$ cat src/rtl/spi_slave.sv
// SPI mode-0 responder: 16-bit frames in on mosi, 8-bit response out on miso.
// Every SPI pin is oversampled in the clk domain; nothing is clocked by sclk.
module spi_slave #(
    parameter int FRAME_BITS  = 16,
    parameter int RESP_BITS   = 8,
    parameter int SYNC_STAGES = 2
) (
    input  logic                  clk,
    input  logic                  rst,
    input  logic                  sclk,
    input  logic                  mosi,
    input  logic                  cs,
    output logic                  miso,
    input  logic [RESP_BITS-1:0]  tx_byte,
    output logic [FRAME_BITS-1:0] rx_data,
    output logic                  rx_valid,
    output logic                  busy,
    output logic                  frame_err
);

    localparam int CNT_W = $clog2(FRAME_BITS + 1);

    typedef enum logic [1:0] {IDLE, SHIFT, DONE} state_t;

    state_t                  state;
    logic [SYNC_STAGES-1:0]  sclk_sync, cs_sync, mosi_sync;
    logic                    sclk_d, cs_d;
    logic [SYNC_STAGES:0]    warm_pipe;
    logic                    armed;
    logic [FRAME_BITS-1:0]   tx_shift, rx_shift, tx_load;
    logic [CNT_W-1:0]        bit_cnt;

    logic sclk_s, cs_s, mosi_s;
    logic sclk_rise, sclk_fall, cs_fall, cs_rise;

    assign sclk_s    = sclk_sync[SYNC_STAGES-1];
    assign cs_s      = cs_sync[SYNC_STAGES-1];
    assign mosi_s    = mosi_sync[SYNC_STAGES-1];
    assign sclk_rise =  sclk_s & ~sclk_d;
    assign sclk_fall = ~sclk_s &  sclk_d;
    assign cs_fall   = ~cs_s   &  cs_d;
    assign cs_rise   =  cs_s   & ~cs_d;

    assign tx_load = FRAME_BITS'(tx_byte) << (FRAME_BITS - RESP_BITS);
    assign busy    = (state != IDLE);
    assign miso    = (state == SHIFT) & tx_shift[FRAME_BITS-1];

    always_ff @(posedge clk or negedge rst) begin
        if (!rst) begin
            sclk_sync <= '0;
            cs_sync   <= '1;
            mosi_sync <= '0;
            sclk_d    <= 1'b0;
            cs_d      <= 1'b1;
        end else begin
            sclk_sync <= {sclk_sync[SYNC_STAGES-2:0], sclk};
            cs_sync   <= {cs_sync[SYNC_STAGES-2:0], cs};
            mosi_sync <= {mosi_sync[SYNC_STAGES-2:0], mosi};
            sclk_d    <= sclk_s;
            cs_d      <= cs_s;
        end
    end

    // The synchronizers come out of reset reading cs high, so a cs that is
    // already low would look like a fresh fall. Only arm once the pipe has
    // flushed and cs is genuinely seen high.
    always_ff @(posedge clk or negedge rst) begin
        if (!rst) begin
            warm_pipe <= '0;
            armed     <= 1'b0;
        end else begin
            warm_pipe <= {warm_pipe[SYNC_STAGES-1:0], 1'b1};
            if (warm_pipe[SYNC_STAGES] && cs_s)
                armed <= 1'b1;
        end
    end

    always_ff @(posedge clk or negedge rst) begin
        if (!rst) begin
            state     <= IDLE;
            tx_shift  <= '0;
            rx_shift  <= '0;
            bit_cnt   <= '0;
            rx_data   <= '0;
            rx_valid  <= 1'b0;
            frame_err <= 1'b0;
        end else begin
            rx_valid  <= 1'b0;
            frame_err <= 1'b0;
            case (state)
                IDLE: begin
                    if (cs_fall && armed) begin
                        tx_shift <= tx_load;
                        rx_shift <= '0;
                        bit_cnt  <= '0;
                        state    <= SHIFT;
                    end
                end
                SHIFT: begin
                    // cs_rise wins even against the final sclk rise
                    if (cs_rise) begin
                        frame_err <= 1'b1;
                        state     <= IDLE;
                    end else if (sclk_rise) begin
                        rx_shift <= {rx_shift[FRAME_BITS-2:0], mosi_s};
                        bit_cnt  <= bit_cnt + CNT_W'(1);
                        if (bit_cnt == CNT_W'(FRAME_BITS - 1)) begin
                            rx_data  <= {rx_shift[FRAME_BITS-2:0], mosi_s};
                            rx_valid <= 1'b1;
                            state    <= DONE;
                        end
                    end else if (sclk_fall) begin
                        tx_shift <= tx_shift << 1;
                    end
                end
                DONE: begin
                    if (cs_rise)
                        state <= IDLE;
                end
                default: state <= IDLE;
            endcase
        end
    end

endmodule

$ cat config.mk
export PLATFORM = sky130hd
export DESIGN_NAME = spi_slave
export DESIGN_NICKNAME = d
export VERILOG_FILES = /design/src/rtl/spi_slave.sv
export SDC_FILE = /design/constraint.sdc
export NUM_CORES = 1
export LEC_CHECK = 0
export CAP_MARGIN = 20
export CORE_ASPECT_RATIO = 1.1
export CORE_MARGIN = 2
export CORE_UTILIZATION = 60
export CTS_BUF_LIST = sky130_fd_sc_hd__clkbuf_4 sky130_fd_sc_hd__clkbuf_8
export CTS_CLUSTER_DIAMETER = 100
export DETAILED_ROUTE_END_ITERATION = 10
export GPL_TIMING_DRIVEN = 0
export PLACE_DENSITY = 0.92
export SYNTH_ARGS = -nofsm -noshare
export SYNTH_HDL_FRONTEND = slang
export SYNTH_SLANG_ARGS = --single-unit
export TNS_END_PERCENT = 1
$ cat constraint.sdc
create_clock -name clk -period 5.9 [get_ports clk]
set_clock_uncertainty 0.15 [all_clocks]
set_input_delay 1.77 -clock clk [delete_from_list [all_inputs] [get_ports clk]]
set_output_delay 1.77 -clock clk [all_outputs]
set_load 0.02 [all_outputs]
==> Word-level counts from Yosys, hierarchy flattened <==
Cells that the tools add are included.
W data, S select, Z words.
{ "word_totals": {"out_inout_bits": 20, "register_bits": 68, "in_bits": 13} }
{ "op_classes": {"n_reduce_logical": 9, "eq_ne": 11, "n_bitwise": 10, "add_sub_neg": 1, "muxes": 25} }
{ "ops": {"columns": ["operator", "count"], "rows": [
  ["$mux W16", 4],
  ["$mux W15", 3],
  ["$pmux W16 S2", 1],
  ["$pmux W15 S2", 1],
  ["$mux W5", 3],
  ["$ne A2 B2 Y1 const B", 6],
  ["$reduce_and A4 Y1", 3],
  ["$mux W2", 5],
  ["$pmux W5 S2", 1],
  ["$mux W1", 6],
  ["$pmux W2 S3", 1],
  ["$add A5 B1 Y5 const B", 1],
  ["$and A1 B1 Y1", 5],
  ["$eq A5 B4 Y1 const B", 1],
  ["$not A1 Y1", 5],
  ["$reduce_and A5 Y1", 1],
  ["$reduce_bool A2 Y1", 2],
  ["$ne A3 B2 Y1 const B", 1],
  ["$ne A3 B3 Y1 const B", 1],
  ["$eq A2 B1 Y1 const B", 1],
  ["$eq A2 B2 Y1 const B", 1],
  ["$logic_and A1 B1 Y1", 2],
  ["$logic_not A2 Y1", 1]
]} }

==> Depth between registers and ports, before layout <==
Gate-level depths: netlist of the first run.
{ "depth": {"word_depth": 6, "depth_mapped": 7} }

==> Worst setup path after synthesis of the first run <==
Ideal clock, no wire load.
{ "synth_timing": {"path_kind": "register to output", "startpoint": "register state[1]", "endpoint": "output miso", "n_path_buf": 2, "t_arrival_ns": 1.298, "slack_ns": 2.682, "path_stages_with_launch": 5, "t_required_ns": 3.980, "path_cell_list": "dfrtp_1 -> and2b_4 -> buf_6 -> clkbuf_1 -> and2_1"} }
{ "synth_between": {"elab_chain_cells": 2} }
{ "synth_rtl": {"columns": ["element", "line_no", "rtl"], "rows": [
  ["start: declaration", "25", "state_t state;"],
  ["start signal: assignment", "80", "state <= IDLE;"],
  ["start signal: assignment", "96", "state <= SHIFT;"],
  ["start signal: assignment", "103", "state <= IDLE;"],
  ["$eq A2 B1 Y1", "46", "assign miso = (state == SHIFT) & tx_shift[FRAME_BITS-1];"],
  ["$and A1 B1 Y1", "46", null],
  ["end: declaration", "13", "output logic miso,"]
]} }
Every way passes these cells.

==> Worst setup path after layout of the first run <==
Ends and elaborated chain as after synthesis.

==> results of run 1 <==
[worst max-delay path, cell delays in order, from the launching register on]
cell,delay (ns)
dfrtp_1,0.40
and2b_4,0.28
buf_6,0.14
clkbuf_1,0.36
and2_1,0.20
clkdlybuf4s50_1,0.60
[final cells by class]
| class | count | area, sq um | area share |
|---|---|---|---|
| Sequential cell | 60 | 1505 | 0.4770 |
| Multi-Input combinational cell | 116 | 897.1 | 0.2843 |
| Timing Repair Buffer | 33 | 335.3 | 0.1063 |
| Clock buffer | 12 | 158.9 | 0.05036 |
| Buffer | 7 | 75.07 | 0.02379 |
| Inverter | 19 | 71.32 | 0.02260 |
| Tap cell | 52 | 65.06 | 0.02062 |
| Clock inverter | 4 | 47.55 | 0.01507 |
[where the power goes]
| part | internal, mW | total (mW) | switching, mW |
|---|---|---|---|
| logic | 0.0855 | 0.175 | 0.0895 |
| clock network | 0.221 | 0.376 | 0.155 |
| registers | 0.457 | 0.486 | 0.0293 |
| total | 0.764 | 1.04 | 0.274 |
[Yosys cell counts, types with 2 or more instances]
cell type and number:
o21ai_0 4, clkbuf_1 2, dfstp_2 3, nand3_1 2, nand2_1 39, mux2i_1 16, mux2_2 16, a21o_1 3
nor2_1 4, inv_1 19, buf_6 2, and2_1 2, ha_1 2, buf_12 2, nand2b_1 2, dfrtp_1 57
mux2_4 9
[state kept, by name, indices dropped and copies added (netlist names), 2 cells and up]
signal / count
sclk_sync: 2
mosi_sync: 2
rx_shift: 15
bit_cnt: 5
cs_sync: 2
warm_pipe: 3
rx_data: 16
tx_shift: 8
state: 2
[how the worst max path moves through the flow]
stage	from	depth (start not counted)	slack (ns)	endpoint
after floorplan	state[1]	4	2.68	miso
after global placement	rst	1	1.10	rx_data[12]
after detailed placement	state[1]	5	2.01	miso
after CTS	state[1]	5	1.65	miso
after global routing	state[1]	5	1.57	miso
final	state[1]	5	1.67	miso
[layer usage]
metal / vias up / part of all wire / global-route usage
li1: 746 / - / -
met1: 764 / 0.43 / 0.2648
met2: 36 / 0.51 / 0.3400
met3: 11 / 0.032 / 0.04806
met4: 0 / 0.032 / 0.1451
met5: - / 0 / 0
[kinds of logic (layout without fill, tap and decap cells)]
| family | after synthesis | in the layout |
|---|---|---|
| compound gates | 10 | 10 |
| fa+ha+maj | 2 | 2 |
| flops | 60 | 60 |
| mux | 41 | 41 |
| other cells | 1 | 1 |
| simple gates | 62 | 62 |
| buf+inv | 26 | 75 |
==> metrics.yaml, run 1 <==
first_global_vias: 1552
ir_worst_vdd_mv: 0.2200
die-area_sq_um: 4786
drcViolationCount: 0
cts_tree: "done"
r2r_cells: 7
r2r_end: "rx_data[4]"
leakage_nw: 1.513
num_rows: 24
min_from: "sclk_sync[0]"
grt_antenna_before_repair: 0
grt.total_usage: 0.2155
port_buffers: 32
powerDensity_nw_per_um2: 328.8
place_area_sq_um: 2949
setup-violations-final: 0
drv_cap: 0
vias_per_cell: 5.139
post_cts_resized: 0
antennaDiodeCount: 0
finalWirelength_mm: 4.469
grt_remaining_overflow: 0
mostFrequentLayoutCells: "dfrtp_1, nand2_1, clkdlybuf4s50_1, inv_1"
routed-via-count: 1557
die_h_um: 72.36
dr.pass1.iters: 4
whs_endpoint: "sclk_sync[1]"
h-tree-depth: 3
outcome: "finished, final reports clean"
synth_top_family_by_area: "multiplexers"
fillers: 254
clk_latency_ns: 0.34
tightest_slew_ns: 0.6124
postLayoutCellArea_sq_um: 3156
synth_edf_count: 0
synth_compound_area_frac: 0.03436
max_freq_ghz: 0.2361
yosys.area.top_type: "dfrtp_1"
synth_cell_types: 35
reg2reg_setup_slack_ns: 3.79
min_period_ns: 4.235
finalHoldViolations: 0
synth_area_sq_um: 2549
clk_pin_slew_ns: 0.06
num-nets-final: 261
drtIter0Drc: 139
p_total_mw: 1.038
clockBufferDepth: 2
synth_xor_area_frac: 0
dpl.cell_count: 287
synthSimpleGateAreaFrac: 0.1198
final_core_util: 0.7842
synthCells: 202
grt_start_max_net_pins: 35
timing.hold.ws_ns: 0.2010
muxShareOfSynthArea: 0.1865
cts_buffers: 9
synthAdderAreaFrac: 0.009818
area_delta_synth_final_pct: 23.81
timing.rr.start: "bit_cnt[0]"
rsz0062_at_grt: "false"
fin_ws_ns: 1.665
synthTopCellsByArea: "dfrtp_1, mux2_2, mux2i_1"
coreArea_sq_um: 4024
cts-root-buf: "clkbuf_8"
synth_area_per_cell_sq_um: 12.62
initial_utilization: 0.6334
drive_gt1_frac: 0.2351
hold_depth: 0
synth_seq_area_share: 0.5906
grt_pass1_wl_mm: 7.396
cp.required_ns: 3.98
die_w_um: 66.14
ys_async_sr_fraction: 1.000
post-place-ws_ns: 2.014
cp.arrival_ns: 2.31
endpoint_kind: "primary output"
ys.flop_type: "dfrtp_1"
slew_headroom: 0.5917
dp_hpwl_mm: 2.951
final_common_cell: "dfrtp_1"
yosysWarnings: 0
routedWlPerCell_um: 14.75
period_share: 0.7178
synthesis.nets: 217
crit_type: "reg2out"
final.setup.tns_ns: 0
io_pins: 33
routabilityCongestion: 0.7530
cts.sinks: 60
synth.top_cell.area_share: 0.5596
ant_nets: 0
cts_hold_buf: 0
hold_class: "reg2reg"
final_cells: 303
ys_seq_elements: 60
start_kind: "flop"
slew_violations: 0
post_cts_buffers: 0
path_max_fanout: 10
(Power assumes the default switching activity.)
==> inputs of run 2 (changes only) <==
CORE_UTILIZATION = 51   (was 60)
PLACE_DENSITY = 0.83   (was 0.92)
clock period = 3.5 ns   (was 5.9 ns; I/O delays follow)
==> metrics.yaml, run 2 (synthesized netlist as in run 1, its figures left out) <==
period_share: 0.9025
drcViolationCount: 0
grt_antenna_before_repair: 0
rsz0062_at_grt: "false"
final_common_cell: "dfrtp_1"
clk_pin_slew_ns: 0.06
routabilityCongestion: 0.7873
max_freq_ghz: 0.3166
outcome: "finished, final reports clean"
antennaDiodeCount: 0
first_global_vias: 1555
cp.arrival_ns: 1.96
setup-violations-final: 0
drv_cap: 0
hold_class: "reg2reg"
mostFrequentLayoutCells: "dfrtp_1, nand2_1, clkdlybuf4s50_1, inv_1"
finalHoldViolations: 0
largestRegisters: "rx_data x16, rx_shift x15, tx_shift x8"
start_kind: "flop"
tightest_slew_ns: 0.5306
ir_worst_vdd_mv: 0.3208
clock_power_share: 0.350
ant_nets: 0
dr.pass1.iters: 4
finalWirelength_mm: 4.045
grt_remaining_overflow: 0
die_h_um: 78.14
min_period_ns: 3.159
dpl.cell_count: 291
p_switching_mw: 0.4381
post_cts_buffers: 0
num_rows: 26
cp.required_ns: 2.30
postLayoutCellArea_sq_um: 3142
power_frac_seq: 0.483
crit_start: "state[1]"
switching_share: 0.2590
post_cts_resized: 0
die-area_sq_um: 5579
die_w_um: 71.40
timing.rr.start: "bit_cnt[0]"
dp_hpwl_mm: 2.797
grt_start_max_net_pins: 39
routed-via-count: 1534
crit_type: "reg2out"
port_buffers: 32
internal-power_mw: 1.254
routedWlPerCell_um: 13.22
leakage_nw: 1.506
top_register: "rx_data"
slew_violations: 0
area_delta_synth_final_pct: 23.27
timing.hold.ws_ns: 0.2017
coreArea_sq_um: 4717
io_pins: 33
endpoint_kind: "primary output"
cts.sinks: 60
slew_headroom: 0.6463
place_area_sq_um: 2954
drive_gt1_frac: 0.2360
cts_buffers: 9
cts-root-buf: "clkbuf_8"
cts_tree: "done"
powerDensity_nw_per_um2: 538.4
initial_utilization: 0.5403
drtIter0Drc: 96
clockBufferDepth: 2
combPwrFrac: 0.167
grt.total_usage: 0.1689
cts_hold_buf: 0
vias_per_cell: 5.013
grt_pass1_wl_mm: 7.113
path_max_fanout: 19
clk_latency_ns: 0.33
h-tree-depth: 3
final_cells: 306
min_from: "sclk_sync[0]"
largest_reg_flops: 16
num-nets-final: 260
[run 2: cell count changes in the layout (fill, tap and decap cells not counted)]
cell | before | now
clkbuf_8 | 11 | 9
clkbuf_1 | 2 | 1
clkinv_2 | 2 | 3
clkbuf_4 | 1 | 2
[run 2: layer usage]
layer | track usage | vias up | routed length [um]
li1 | - | 747 | -
met1 | 0.2197 | 751 | 1866
met2 | 0.2556 | 27 | 1928
met3 | 0.03979 | 9 | 161
met4 | 0.1019 | 0 | 88
met5 | 0 | - | 0
[run 2: critical path, stage by stage (launching register included)]
cell and delay, ns:
dfrtp_1 0.41, and2b_4 0.28, buf_6 0.18, and2_1 0.15
clkdlybuf4s50_1 0.59
[run 2: layout make-up]
class | count | area, sq um
clock buffer | 11 | 138.9
inverter | 19 | 71.32
clock inverter | 5 | 52.55
fill | 353 | 1575
sequential | 60 | 1505
timing repair buffer | 33 | 335.3
tap | 56 | 70.07
multi-input combinational | 116 | 897.1
buffer | 6 | 71.32
[run 2: per-stage QoR]
stage	setup slack (ns)	power [mW]	setup TNS (ns)	util
after floorplan	1.002	1.028	0	-
after global placement	-0.5840	1.104	-33.15	0.6231
after detailed placement	0.3331	1.121	0	0.6263
after CTS	0.3220	1.718	0	0.6660
after global routing	0.2476	1.788	0	0.6660
final	0.3412	1.692	0	0.6660
[run 2: power by group through the flow]
stage | sequential (mW) | combinational (mW) | clock, mW
3_5_place_dp | 0.831 | 0.289 | 0
4_1_cts | 0.818 | 0.289 | 0.611
5_1_grt | 0.829 | 0.313 | 0.647
2_1_floorplan | 0.818 | 0.210 | 0
6_report | 0.817 | 0.283 | 0.592
3_3_place_gp | 0.826 | 0.278 | 0
[run 2: path summary, 6_finish.rpt]
check | cells after the start | slack (ns) | endpoint
setup / recovery | 4 | 0.34 | miso
hold / removal | 0 | 0.20 | sclk_sync[1]
setup reg to reg | 7 | 1.48 | rx_data[14]
hold reg to reg | 0 | 0.20 | sclk_sync[1]
max in group asynchronous | 2 | 2.08 | rx_data[6]
min in group asynchronous | 1 | 0.55 | rx_valid
==> variant 1 (config.mk and constraints of run 2) <==
`FRAME_BITS`: 16 -> 64.
--- a/src/rtl/spi_slave.sv
+++ b/src/rtl/spi_slave.sv
@@ -1,7 +1,7 @@
 // SPI mode-0 responder: 16-bit frames in on mosi, 8-bit response out on miso.
 // Every SPI pin is oversampled in the clk domain; nothing is clocked by sclk.
 module spi_slave #(
-    parameter int FRAME_BITS  = 16,
+    parameter int FRAME_BITS  = 64,
     parameter int RESP_BITS   = 8,
     parameter int SYNC_STAGES = 2
 ) (
Interface: changed (resized rx_data); port bits go from 33 to 81. The function was not compared with the original's and may differ.
==> variant 1 against run 2 <==
Synthesized area rose to 2.5 times the old value; largest power group unchanged; design area rose to 2.5 times the old value; clock power rose to 2.7 times the old value; wire length rose to 3.2 times the old value; maximum frequency down 6.0%; worst setup slack worse by 0.20 ns; power up 130%; sequential cell count up 98; largest cell class unchanged.
==> variant 1: results <==
[cells_and_area]
clk_share_pct = 5.91
multiInputGateArea_um2 = 2300
buffer_area_share_pct = 13.0
buffers = 121
nets = 651
n_clock_buffer = 19
fill_cells = 963

[synth]
syn_avg_cell_area_um2 = 12.0
synth_common_cells = "dfrtp_1 (155), o21ai_0 (130), nand2_1 (89)"
synthMuxAreaShare_pct = 15.4
synth-compound-area-share_pct = 12.1
synthesis.nets = 552
synth_area_leaders = "dfrtp_1 (60%), mux2_4 (11%), o21ai_0 (10%), nand2_1 (5.2%), mux2_1 (2.8%)"
ys_seq_elements = 158

[grt]
grt_pass1_wl_mm = 21.8

[timing]
holdWs_ns = 0.202

[place]
io_buffers = 80

[worst_hold_path]
min_to = "warm_pipe[1]$_DFF_PN0_"

[worst_setup_path]
r2r_slack_ns = 0.84
r2r-start = "cs_sync[1]$_DFF_PN1_"
rr_endpoint = "bit_cnt[0]$_DFFE_PN0P_"
worstSetupStartpoint = "state[0]$_DFFE_PN0P_"
crit_arrival_ns = 2.16

[clock_network]
numCtsBuffers = 17
clk_latency_ns = 0.46

[detailed_routing]
wirelength_mm = 13.1
first_pass_iters = 5
drtIter0Drc = 238
detail_route.wl_per_cell_um = 16.2

[power]
p_leak_nw = 3.71

[run_status]
outcome = "complete, no violations"
[variant 1: cell count changes after synthesis, moves of 9 or more]
cell / run 2 / this run
mux2_4: 9 / 49
o21ai_0: 4 / 130
mux2i_1: 16 / 0
inv_1: 19 / 1
nand2_1: 39 / 89
mux2_2: 16 / 7
clkbuf_1: 2 / 31
mux2_1: 0 / 16
dfrtp_1: 57 / 155
[variant 1: worst max path at each step]
| stage | slack [ns] | depth (start not counted) | to |
|---|---|---|---|
| global route | 0.02 | 4 | miso |
| floorplan | 0.84 | 4 | miso |
| detailed placement | -0.10 | 5 | miso |
| global placement | -4.61 | 1 | rx_data[26]$_DFFE_PN0P_ |
| finish | 0.14 | 4 | miso |
| CTS | 0.01 | 4 | miso |
[variant 1: what timing repair did]
action                     CTS  global route
gates resized for setup      3             1
pin swaps                    0             0
setup endpoints to repair    1             1
[variant 1: where the power goes]
group | internal [mW] | leakage, nW | switching (mW)
Clock | 0.931 | 0.240 | 0.661
Combinational | 0.138 | 1.32 | 0.298
Sequential | 1.90 | 2.15 | 0.0497
Total | 2.96 | 3.71 | 1.01
[variant 1: cell families (layout without fill, tap and decap cells)]
kind of cell    Yosys count  after routing
other cells               1              1
fa+ha+maj                 1              1
flops                   158            158
compound gates          147            147
mux                      72             72
simple gates            117            117
buf+inv                  42            154
[variant 1: through the flow]
step	instance area (um2)	setup slack, ns
floorplan	6460	0.844
global placement	7460	-4.61
detailed placement	7490	-0.104
CTS	7960	0.0139
global route	7970	0.0152
finish	7970	0.138
[variant 1: layer usage]
metal / wire length [um] / vias to the layer above / GRT usage (%) / share of wire, %
met5: 0 / - / 0 / 0
met4: 276 / 0 / 9.88 / 2.1
met3: 505 / 19 / 4.18 / 3.9
met2: 6460 / 119 / 33.5 / 49
met1: 5810 / 2188 / 26.3 / 45
li1: - / 2055 / - / -
==> variant 2 (flow settings as in run 2) <==
Made on the original files. One comparison of `bit_cnt` changes from == to >=.
--- a/src/rtl/spi_slave.sv
+++ b/src/rtl/spi_slave.sv
@@ -104,7 +104,7 @@
                     end else if (sclk_rise) begin
                         rx_shift <= {rx_shift[FRAME_BITS-2:0], mosi_s};
                         bit_cnt  <= bit_cnt + CNT_W'(1);
-                        if (bit_cnt == CNT_W'(FRAME_BITS - 1)) begin
+                        if (bit_cnt >= CNT_W'(FRAME_BITS - 1)) begin
                             rx_data  <= {rx_shift[FRAME_BITS-2:0], mosi_s};
                             rx_valid <= 1'b1;
                             state    <= DONE;
Formal check against the unedited RTL: no difference found for any inputs over 10 cycles, from zero or initial values and one cycle with rst low; that may be too few to reach the edited logic, so the function may still have changed.
==> variant 2 against run 2 <==
Non-clock buffer count up 3; clock power down 2%; worst hold slack worse by 0.00081 ns; sequential cell count is the same; utilization fell by 1.3 points; synthesized area decreased by 5.9%; sequential power is 3.1% lower; power fell by 4.8%; wire length shrank 4.1%; critical path type unchanged; via count shrank 6.3%; design area fell by 4.7%; worst setup slack lost 0.087 ns.
==> variant 2: results <==
[cells_and_area]
drive_above_1_share_pct = 25.6
nets = 230
top_regs = "rx_data: 16 flops, rx_shift: 15 flops, tx_shift: 8 flops"
fill_cells = 347
antenna_cells = 0

[power]
p_leak_nw = 1.49
peakVddDrop_v = 0.000265

[place]
hpwl_mm = 2.51
routabilityCongestion = 0.757
place_ws_ns = 0.588
dp.cells = 260

[grt]
grt_max_degree = 43
grt_pass1_vias = 1539
track_usage_pct = 16.6
grt_pass1_wl_mm = 6.91

[worst_setup_path]
crit_arrival_ns = 2.05
rr_endpoint = "rx_data[11]$_DFFE_PN0P_"
cp_slowest_cell = "clkdlybuf4s50_1"
reg2regPathDepth = 8
r2r_slack_ns = 1.29
worstSetupStartpoint = "state[0]$_DFFE_PN0P_"
r2r-start = "bit_cnt[0]$_DFFE_PN0P_"
worst-path-max-fanout = 9

[clock_network]
cts_resized = 0
clk_latency_ns = 0.32

[detailed_routing]
detail_route.wl_per_cell_um = 14.1
via_count = 1438
wirelength_mm = 3.88
drtIter0Drc = 59

[synth]
postSynthCellCount = 171
synth_area_leaders = "dfrtp_1 (59%), mux2_4 (9.4%), a22o_1 (6.6%), mux2_2 (4.2%), nand2_1 (3.8%)"
ys_seq_area_share_pct = 62.8
synth_common_cells = "dfrtp_1 (57), nand2_1 (24), a22o_1 (18)"
yosysUniqueCellTypes = 31
async_reset_ff_share_pct = 100
synthesis.nets = 186

[timing]
setup_violations = 0
fin_ws_ns = 0.254

[run_status]
outcome = "complete, no violations"
-- variant 2: layout make-up --
| type | instances | share of cell area, % |
|---|---|---|
| Clock buffer | 14 | 6.22 |
| Buffer | 9 | 2.34 |
| Tap cell | 56 | 2.34 |
| Multi-Input combinational cell | 99 | 27.1 |
| Timing Repair Buffer | 33 | 11.2 |
| Clock inverter | 1 | 0.167 |
| Inverter | 3 | 0.376 |
| Sequential cell | 60 | 50.3 |
-- variant 2: report_power, final --
part | internal, mW | leakage [nW] | switching (mW)
combinational | 0.133 | 0.598 | 0.107
clock | 0.337 | 0.102 | 0.241
sequential | 0.755 | 0.786 | 0.0371
-- variant 2: routing by layer --
metal	wire length [um]	track usage, %	vias up
li1	-	-	681
met1	1840	21.5	717
met2	1820	25.5	30
met3	136	4.12	10
met4	83	9.22	0
met5	0	0	-
-- variant 2: worst register-to-register path, delay by kind of cell, from the launching register on --
kind,cells,cell delay [ns]
AO/OA/AOI/OAI,1,0.18
adder cells (fa/ha/maj),2,0.41
buffers and inverters,2,0.32
flip-flops,1,0.39
multiplexers,1,0.31
AND/OR/NAND/NOR,2,0.34
-- variant 2: how the worst min path moves through the flow --
stage,from,to,slack (ns),cells past startpoint
2_1_floorplan,mosi_sync[0]$_DFF_PN0_,mosi_sync[1]$_DFF_PN0_,0.18,0
3_3_place_gp,warm_pipe[0]$_DFF_PN0_,warm_pipe[1]$_DFF_PN0_,0.18,0
3_5_place_dp,sclk_sync[0]$_DFF_PN0_,sclk_sync[1]$_DFF_PN0_,0.19,0
4_1_cts,sclk_sync[0]$_DFF_PN0_,sclk_sync[1]$_DFF_PN0_,0.20,0
5_1_grt,sclk_sync[0]$_DFF_PN0_,sclk_sync[1]$_DFF_PN0_,0.21,0
6_report,warm_pipe[1]$_DFF_PN0_,warm_pipe[2]$_DFF_PN0_,0.20,0
-- variant 2: logic make-up (layout without fill, tap and decap cells) --
kind of cell / count (synthesis) / after routing / synth area share, %
flip-flops: 60 / 60 / 62.8
AND/OR/NAND/NOR: 41 / 41 / 8.66
AO/OA/AOI/OAI: 31 / 31 / 10.4
multiplexers: 24 / 24 / 13.6
buffers and inverters: 12 / 60 / 3.39
adder cells (fa/ha/maj): 2 / 2 / 1.04
other: 1 / 1 / 0.156
-- variant 2: metrics by stage --
step / utilization [%] / hold WS [ns] / area [um2]
final: 65.3 / 0.201 / 3000
after global routing: 65.3 / 0.207 / 3000
after CTS: 65.3 / 0.199 / 3000
after detailed placement: 61.1 / 0.186 / 2800
after global placement: 60.8 / 0.181 / 2790
after floorplan: - / 0.181 / 2400
